**config.mk**
```make
export PLATFORM = sky130hd
export DESIGN_NAME = sha256_msg_sched_flat
export DESIGN_NICKNAME = d
export VERILOG_FILES = /design/src/rtl/sha256_msg_sched_if.sv /design/src/rtl/sha256_msg_sched.sv /design/src/flat_wrapper.sv
export SDC_FILE = /design/constraint.sdc
export NUM_CORES = 1
export LEC_CHECK = 0
export ABC_AREA = 1
export BUFFER_PORTS_ARGS = -buffer_cell sky130_fd_sc_hd__buf_2
export CAP_MARGIN = 20
export CORE_MARGIN = 1.5
export CORE_UTILIZATION = 45
export CTS_CLUSTER_SIZE = 16
export DETAILED_ROUTE_END_ITERATION = 10
export HOLD_SLACK_MARGIN = 0.05
export PLACE_DENSITY = 0.6
export SYNTH_ARGS = -nofsm -noshare
export SYNTH_HDL_FRONTEND = slang
export SYNTH_SLANG_ARGS = --single-unit
```
**constraint.sdc**
```tcl
create_clock -name clk -period 4.85 [get_ports clk]
set_input_delay 0.485 -clock clk [delete_from_list [all_inputs] [get_ports clk]]
set_output_delay 0.485 -clock clk [all_outputs]
set_load 0.02 [all_outputs]
```
**src/rtl/sha256_msg_sched_if.sv**
```systemverilog
// Load/emit handshake bundle for the SHA-256 message-schedule expander.
// The slave modport is the expander; the master modport is the block source
// and the downstream round logic seen together.
interface sha256_msg_sched_if;
    logic        in_valid;
    logic        in_ready;
    logic [31:0] in_data;
    logic        out_valid;
    logic        out_ready;
    logic [31:0] out_data;
    logic [5:0]  out_idx;
    logic        busy;
    logic        done;

    modport master (
        output in_valid,
        output in_data,
        output out_ready,
        input  in_ready,
        input  out_valid,
        input  out_data,
        input  out_idx,
        input  busy,
        input  done
    );

    modport slave (
        input  in_valid,
        input  in_data,
        input  out_ready,
        output in_ready,
        output out_valid,
        output out_data,
        output out_idx,
        output busy,
        output done
    );
endinterface

```
**src/rtl/sha256_msg_sched.sv**
```systemverilog
// SHA-256 message-schedule expander.
// Loads 16 message words, then streams W0..W63 one word per handshake.
// Extension words are produced by a 16-word sliding window: each output
// handshake shifts the window down and appends the next W, so W[t+16] is
// ready exactly when W[t] leaves.
// Optional build macro MSG_SCHED_BSWAP_EN: byte-reverse each loaded word
// (little-endian header fields); output words stay big-endian.
//
// state     | meaning
// ----------+--------------------------------------------------------
// ST_LOAD   | accepting message words M0..M15 into the window
// ST_EMIT   | presenting W[cnt] = window[0], advancing on each handshake
module sha256_msg_sched #(
    parameter int WORD_W   = 32,
    parameter int N_ROUNDS = 64
) (
    input  logic               clk,
    input  logic               rst_n,
    sha256_msg_sched_if.slave  bus
);

    localparam logic [5:0] LAST_LOAD = 6'd15;
    localparam logic [5:0] LAST_EMIT = 6'(N_ROUNDS - 1);

    typedef enum logic {
        ST_LOAD,
        ST_EMIT
    } state_t;

    state_t              state;
    state_t              next_state;
    logic [5:0]          cnt;
    logic [WORD_W-1:0]   w [16];
    logic [WORD_W-1:0]   w_next;
    logic [WORD_W-1:0]   in_word;
    logic                busy_q;
    logic                done_q;

    logic                in_ready_c;
    logic                out_valid_c;
    logic                load_fire;
    logic                emit_fire;
    logic                last_load;
    logic                last_emit;

    function automatic logic [WORD_W-1:0] rotr(input logic [WORD_W-1:0] x, input int unsigned n);
        return (x >> n) | (x << (WORD_W - n));
    endfunction

    function automatic logic [WORD_W-1:0] sig0(input logic [WORD_W-1:0] x);
        return rotr(x, 7) ^ rotr(x, 18) ^ (x >> 3);
    endfunction

    function automatic logic [WORD_W-1:0] sig1(input logic [WORD_W-1:0] x);
        return rotr(x, 17) ^ rotr(x, 19) ^ (x >> 10);
    endfunction

`ifdef MSG_SCHED_BSWAP_EN
    assign in_word = {bus.in_data[7:0], bus.in_data[15:8],
                      bus.in_data[23:16], bus.in_data[31:24]};
`else
    assign in_word = bus.in_data;
`endif

    // Next extension word from the current window: W[t+16] with window[0] = W[t].
    assign w_next = sig1(w[14]) + w[9] + sig0(w[1]) + w[0];

    // State register.
    always_ff @(posedge clk) begin
        if (!rst_n) begin
            state <= ST_LOAD;
        end else begin
            state <= next_state;
        end
    end

    // Next-state logic and handshake decode.
    always_comb begin
        next_state  = state;
        in_ready_c  = 1'b0;
        out_valid_c = 1'b0;
        load_fire   = 1'b0;
        emit_fire   = 1'b0;
        last_load   = 1'b0;
        last_emit   = 1'b0;
        case (state)
            ST_LOAD: begin
                in_ready_c = 1'b1;
                load_fire  = bus.in_valid;
                last_load  = load_fire && (cnt == LAST_LOAD);
                if (last_load) begin
                    next_state = ST_EMIT;
                end
            end
            ST_EMIT: begin
                out_valid_c = 1'b1;
                emit_fire   = bus.out_ready;
                last_emit   = emit_fire && (cnt == LAST_EMIT);
                if (last_emit) begin
                    next_state = ST_LOAD;
                end
            end
            default: begin
                next_state = ST_LOAD;
            end
        endcase
    end

    // Window, counter and status flags.
    always_ff @(posedge clk) begin
        if (!rst_n) begin
            cnt    <= '0;
            busy_q <= 1'b0;
            done_q <= 1'b0;
            for (int i = 0; i < 16; i++) begin
                w[i] <= '0;
            end
        end else begin
            done_q <= 1'b0;
            if (load_fire) begin
                w[cnt[3:0]] <= in_word;
                cnt         <= last_load ? 6'd0 : cnt + 6'd1;
                busy_q      <= 1'b1;
            end
            if (emit_fire) begin
                for (int i = 0; i < 15; i++) begin
                    w[i] <= w[i+1];
                end
                w[15] <= w_next;
                cnt   <= last_emit ? 6'd0 : cnt + 6'd1;
                if (last_emit) begin
                    busy_q <= 1'b0;
                    done_q <= 1'b1;
                end
            end
        end
    end

    assign bus.in_ready  = in_ready_c;
    assign bus.out_valid = out_valid_c;
    assign bus.out_data  = (state == ST_EMIT) ? w[0] : '0;
    assign bus.out_idx   = (state == ST_EMIT) ? cnt : '0;
    assign bus.busy      = busy_q;
    assign bus.done      = done_q;

endmodule

```
**src/flat_wrapper.sv**
```systemverilog
// flat-port wrapper written by rule: the top's interface ports become plain ports
module sha256_msg_sched_flat 
#(
    parameter int WORD_W   = 32,
    parameter int N_ROUNDS = 64
)
  (clk, rst_n, bus_in_valid, bus_in_data, bus_out_ready, bus_in_ready, bus_out_valid, bus_out_data, bus_out_idx, bus_busy, bus_done);
  sha256_msg_sched_if bus_i ();
  input  logic clk;
  input  logic rst_n;
  input wire logic [$bits(bus_i.in_valid)-1:0] bus_in_valid;
  input wire logic [$bits(bus_i.in_data)-1:0] bus_in_data;
  input wire logic [$bits(bus_i.out_ready)-1:0] bus_out_ready;
  output wire logic [$bits(bus_i.in_ready)-1:0] bus_in_ready;
  output wire logic [$bits(bus_i.out_valid)-1:0] bus_out_valid;
  output wire logic [$bits(bus_i.out_data)-1:0] bus_out_data;
  output wire logic [$bits(bus_i.out_idx)-1:0] bus_out_idx;
  output wire logic [$bits(bus_i.busy)-1:0] bus_busy;
  output wire logic [$bits(bus_i.done)-1:0] bus_done;
  assign bus_i.in_valid = bus_in_valid;
  assign bus_i.in_data = bus_in_data;
  assign bus_i.out_ready = bus_out_ready;
  assign bus_in_ready = bus_i.in_ready;
  assign bus_out_valid = bus_i.out_valid;
  assign bus_out_data = bus_i.out_data;
  assign bus_out_idx = bus_i.out_idx;
  assign bus_busy = bus_i.busy;
  assign bus_done = bus_i.done;
  sha256_msg_sched #(.WORD_W(WORD_W), .N_ROUNDS(N_ROUNDS)) u_core (.clk(clk), .rst_n(rst_n), .bus(bus_i));
endmodule
```
[After elaboration in Yosys (flattened, before gate mapping)]
Memory sizes are Yosys's and may differ from the RTL's.
Cells that the tools add are included.
Widths: inputs -> output; s select.
Storage, ports and cells
  RAM bits: 512
  memories kept: 1
  word-level logic and storage cells: 86
  flip-flop bits (word level): 9
  output and inout bits: 42
  bits of input ports: 36
Operators by class
  equal/unequal tests: 2
  bitwise operators: 25
  add/subtract/negate cells: 4
  reduce and logical (&&, ||, !) cells: 5
  mux-type cells: 45
Memory list
  u_core.w: words 16, width 32, read ports 16, clocked after memory_dff 0, write ports 16, line sha256_msg_sched.sv:33  | logic [WORD_W-1:0] w [16];
Operator list (number)
  $mux 32: 18
  $add 32x32->32: 3
  $xor 32x32->32: 2
  $or 13x32->32: 1
  $or 14x32->32: 1
  $or 15x32->32: 1
  $or 25x32->32: 1
  $reduce_or 32->1: 1
  $xor 32x22->32: 1
  $xor 32x29->32: 1
  $mux 6: 5
  $mux 1: 20
  $or 1x1->1: 16
  $add 6x1->6 const B: 1
  $eq 6x4->1 const B: 1
  $eq 6x6->1 const B: 1
  $mux 4: 1
  $logic_and 1x1->1: 2
  $pmux 1 s2: 1
  $reduce_and 2->1: 1
  $reduce_bool 2->1: 1
  $not 1->1: 1

[Logic depth before layout (Yosys ltp)]
  word-level depth: 7
  gate-level depth with buffers: 20
  depth with buffers taken out: 20

[Worst setup path before layout]
Ideal clock, no wire load.
  kind: register to register
  start point: memory u_core.w[1][8]
  end point: memory u_core.w[15][17], data pin
  path buffers: 0
  stages on the path, launching flop included: 21
  required time: 4583 ps
  data arrival time: 3290 ps
  period minus slack after synthesis: 3557 ps
  setup time: 267 ps
  slack: 1293 ps
  cells stage by stage: edfxtp_1 > xnor2_1 > xor2_1 > inv_1 > fa_1 > inv_1 > fa_1 > inv_1 > ha_1 > inv_1 > fa_1 > inv_1 > nand3_1 > nand3_1 > nand2_1 > nand2_1 > nand3_1 > nand2_1 > nand2_1 > nand3_1 > o21ai_0
RTL lines (line)
  start: declaration: sha256_msg_sched.sv:33

==> impl_metrics.env <==
export IMPL_outcome="finished, final reports clean"
export IMPL_die_h_um=251
export IMPL_rows=90
export IMPL_nNetsFinal=2897
export IMPL_antenna_found_initial=3
export IMPL_yosysWarnings=0
export IMPL_crit_chain="xnor2_1, xor2_1, inv_1, fa_1, inv_1, fa_1, inv_1, ha_1, nand2_1, nor2_1, nand2_1, nand3_1, nand2_1, nand2_1, nand2_1, nand2_1, nand2_1, nand3_1, nand2_1"
export IMPL_synth_area_mm2=0.0276
export IMPL_ys_seq_area_share_pct=56.4
export IMPL_min_period_over_period_pct=89.2
export IMPL_crit_fanout=4
export IMPL_synth_top_cells_by_count="527 x nand3_1, 512 x edfxtp_1, 382 x o21ai_0"
export IMPL_hold_viol_final=0
export IMPL_cts_hold_buf=0
export IMPL_detail_route_wl_per_cell_um=26.4
export IMPL_grt_pass1_wl_um=137000
export IMPL_routed_wl_um=94700
export IMPL_die_area_mm2=0.0628
export IMPL_placed_area_mm2=0.0285
export IMPL_finalSetupTns_ps=0
export IMPL_cts_buffers=56
export IMPL_avgViaCountPerCell=5.97
export IMPL_numPortBuffers=77
export IMPL_holdCritPathClass="input pin to register"
export IMPL_crit_path_end_kind="register"
export IMPL_initial_core_util_pct=45.6
export IMPL_dp_slack_ps=550
export IMPL_synthCells=2786
export IMPL_async_flop_share_pct=0
export IMPL_required_ps=5200
export IMPL_r2r_slack_ps=530
export IMPL_start_kind="register"
export IMPL_cap_violations=0
export IMPL_final_cell_area_mm2=0.0303
export IMPL_syn_nets=2919
export IMPL_cts_resized_gates=0
export IMPL_synth_edf_count=512
export IMPL_slew_headroom_pct=14.8
export IMPL_layout_min_cycle_time_ps=4320
export IMPL_worst_slew_pin_slew_ps=1280
export IMPL_path_common_cell="nand2_1"
export IMPL_die_x_um=251
export IMPL_grt_overflow=0
export IMPL_yosysMostFrequentCell="nand3_1"
export IMPL_crit_buf_inv=3
export IMPL_worst_path_max_delay_cell="fa_1"
export IMPL_cts_tree="yes"
export IMPL_layout_drive_gt1_share_pct=7.83
export IMPL_rsz0062_at_grt="no"
export IMPL_cts_setup_buffers=0
export IMPL_grt_pass1_vias=19800
export IMPL_ys_ff_latch=521
export IMPL_htreeDepth=2
export IMPL_crit_family="adder cells"
export IMPL_drt_iter0_drc=2666
export IMPL_clkSlewWorstSetupHoldPaths_ps=60
export IMPL_drc=0
export IMPL_gp_congestion=0.976
export IMPL_avgSynthCellArea_um2=9.91
export IMPL_setup_viol_count_final=0
export IMPL_grt_usage_pct=30.0
export IMPL_num_vias=21400
export IMPL_grt_max_degree=249
export IMPL_powerDensity_mw_per_mm2=536
export IMPL_antenna_left=0
export IMPL_ir_worst_vdd_v=0.000338
export IMPL_power_leakage_nw=12.2
export IMPL_cts_root_buffer="clkbuf_16"
export IMPL_max_freq_ghz=0.231
export IMPL_ys_dominant_reg_cell="edfxtp_1"
export IMPL_critPathArrivalTime_ps=4670
export IMPL_cts_sinks=521
export IMPL_ys_top_cells_by_area="edfxtp_1 56%, nand3_1 9.6%, o21ai_0 6.9%"
export IMPL_yosys_area_top_type="edfxtp_1"
export IMPL_synth_distinct_cells=38
export IMPL_skew_ps=28.2
export IMPL_clkLatencyLatePin_ps=640
export IMPL_fin_ws_ps=526
export IMPL_io_pin_count=78
export IMPL_synthToLayoutAreaGrowth_pct=9.70
export IMPL_slew_viol_final=0
export IMPL_cts_max_path_buffers=3
export IMPL_slowest_delay_ps=580
export IMPL_dp_hpwl_um=64500
export IMPL_synth_top_cell_area_share_pct=55.7
export IMPL_core_area_mm2=0.0605
export IMPL_dr_pass1_iters=6
export IMPL_crit_type="register to register"
## cell usage in the layout, fill, tap and decap left out, types with 39 or more instances in the layout
master / netlist / layout
nand3_1: 527 / 527
edfxtp_1: 512 / 512
o21ai_0: 382 / 382
inv_1: 362 / 362
nand2_1: 322 / 317
o21ai_1: 126 / 126
xnor2_1: 79 / 79
buf_2: 32 / 76
fa_1: 62 / 62
clkbuf_16: 0 / 56
nor2_1: 48 / 48
xor2_1: 46 / 46
buf_4: 11 / 39
## metrics by stage
stage	power, mW	utilization [%]	hold WS [ps]	cells
after global routing	17.1	50.1	166	3590
after detailed placement	11.9	47.1	510	3488
after global placement	12.0	47.1	509	3488
after CTS	16.1	50.1	117	3590
final	16.2	50.1	135	3592
after floorplan	9.69	-	478	2786
## worst paths after layout
kind / from / end / cells past startpoint
max: u_core.w[1][12]$_DFFE_PP_ / u_core.w[15][30]$_DFFE_PP_ / 19
min: bus_out_ready / u_core.state$_SDFF_PN0_ / 4
max reg2reg: u_core.w[1][12]$_DFFE_PP_ / u_core.w[15][30]$_DFFE_PP_ / 19
min reg2reg: u_core.bus.busy$_SDFF_PN0_ / u_core.bus.busy$_SDFF_PN0_ / 2
## worst reg2reg max path, stage by stage, from the launching register on
cell,delay (ps)
edfxtp_1,510
xnor2_1,240
xor2_1,190
inv_1,80
fa_1,580
inv_1,70
fa_1,510
inv_1,50
ha_1,360
nand2_1,140
nor2_1,230
nand2_1,80
nand3_1,130
nand2_1,70
nand2_1,220
nand2_1,120
nand2_1,80
nand2_1,50
nand3_1,240
nand2_1,100
## kinds of logic (layout without fill, tap and decap cells)
logic type / Yosys count / in the layout / synth area share [%]
adders and majority gates: 97 / 97 / 6.08
other: 0 / 2 / 0
AOI/OAI and AO/OA: 552 / 552 / 10.1
xor gates and xnor gates: 125 / 125 / 3.97
and+or+nand+nor: 923 / 923 / 15.3
buffers and inverters: 568 / 590 / 8.21
DFF: 521 / 521 / 56.4
## registers in the layout (all words and copies together) (netlist names)
| signal | cells |
|---|---|
| u_core.bus.busy | 1 |
| u_core.w | 512 |
| u_core.state | 1 |
| u_core.bus.done | 1 |
| u_core.cnt | 6 |
## where the power goes
group / leakage [nW] / total (mW) / internal [mW] / switching [mW]
Clock: 0.863 / 4.21 / 2.35 / 1.86
Combinational: 5.98 / 6.20 / 1.93 / 4.27
Sequential: 5.35 / 5.80 / 5.47 / 0.330
## per-layer routing
metal,wire length [um],track usage (%),vias up
li1,-,-,9501
met1,40900,44.0,10700
met3,9160,6.00,158
met4,2930,9.54,2
met2,41800,44.8,1066
met5,13,0,-
## cell type report
cell class	count	area (um2)
timing repair buffer	121	788
sequential	521	15600
clock buffer	72	1460
fill	5567	30200
tap	782	978
antenna	2	5.00
inverter	367	1390
clock inverter	30	304
multi-input combinational	1697	9790
Power figures use the tool's default switching activity.
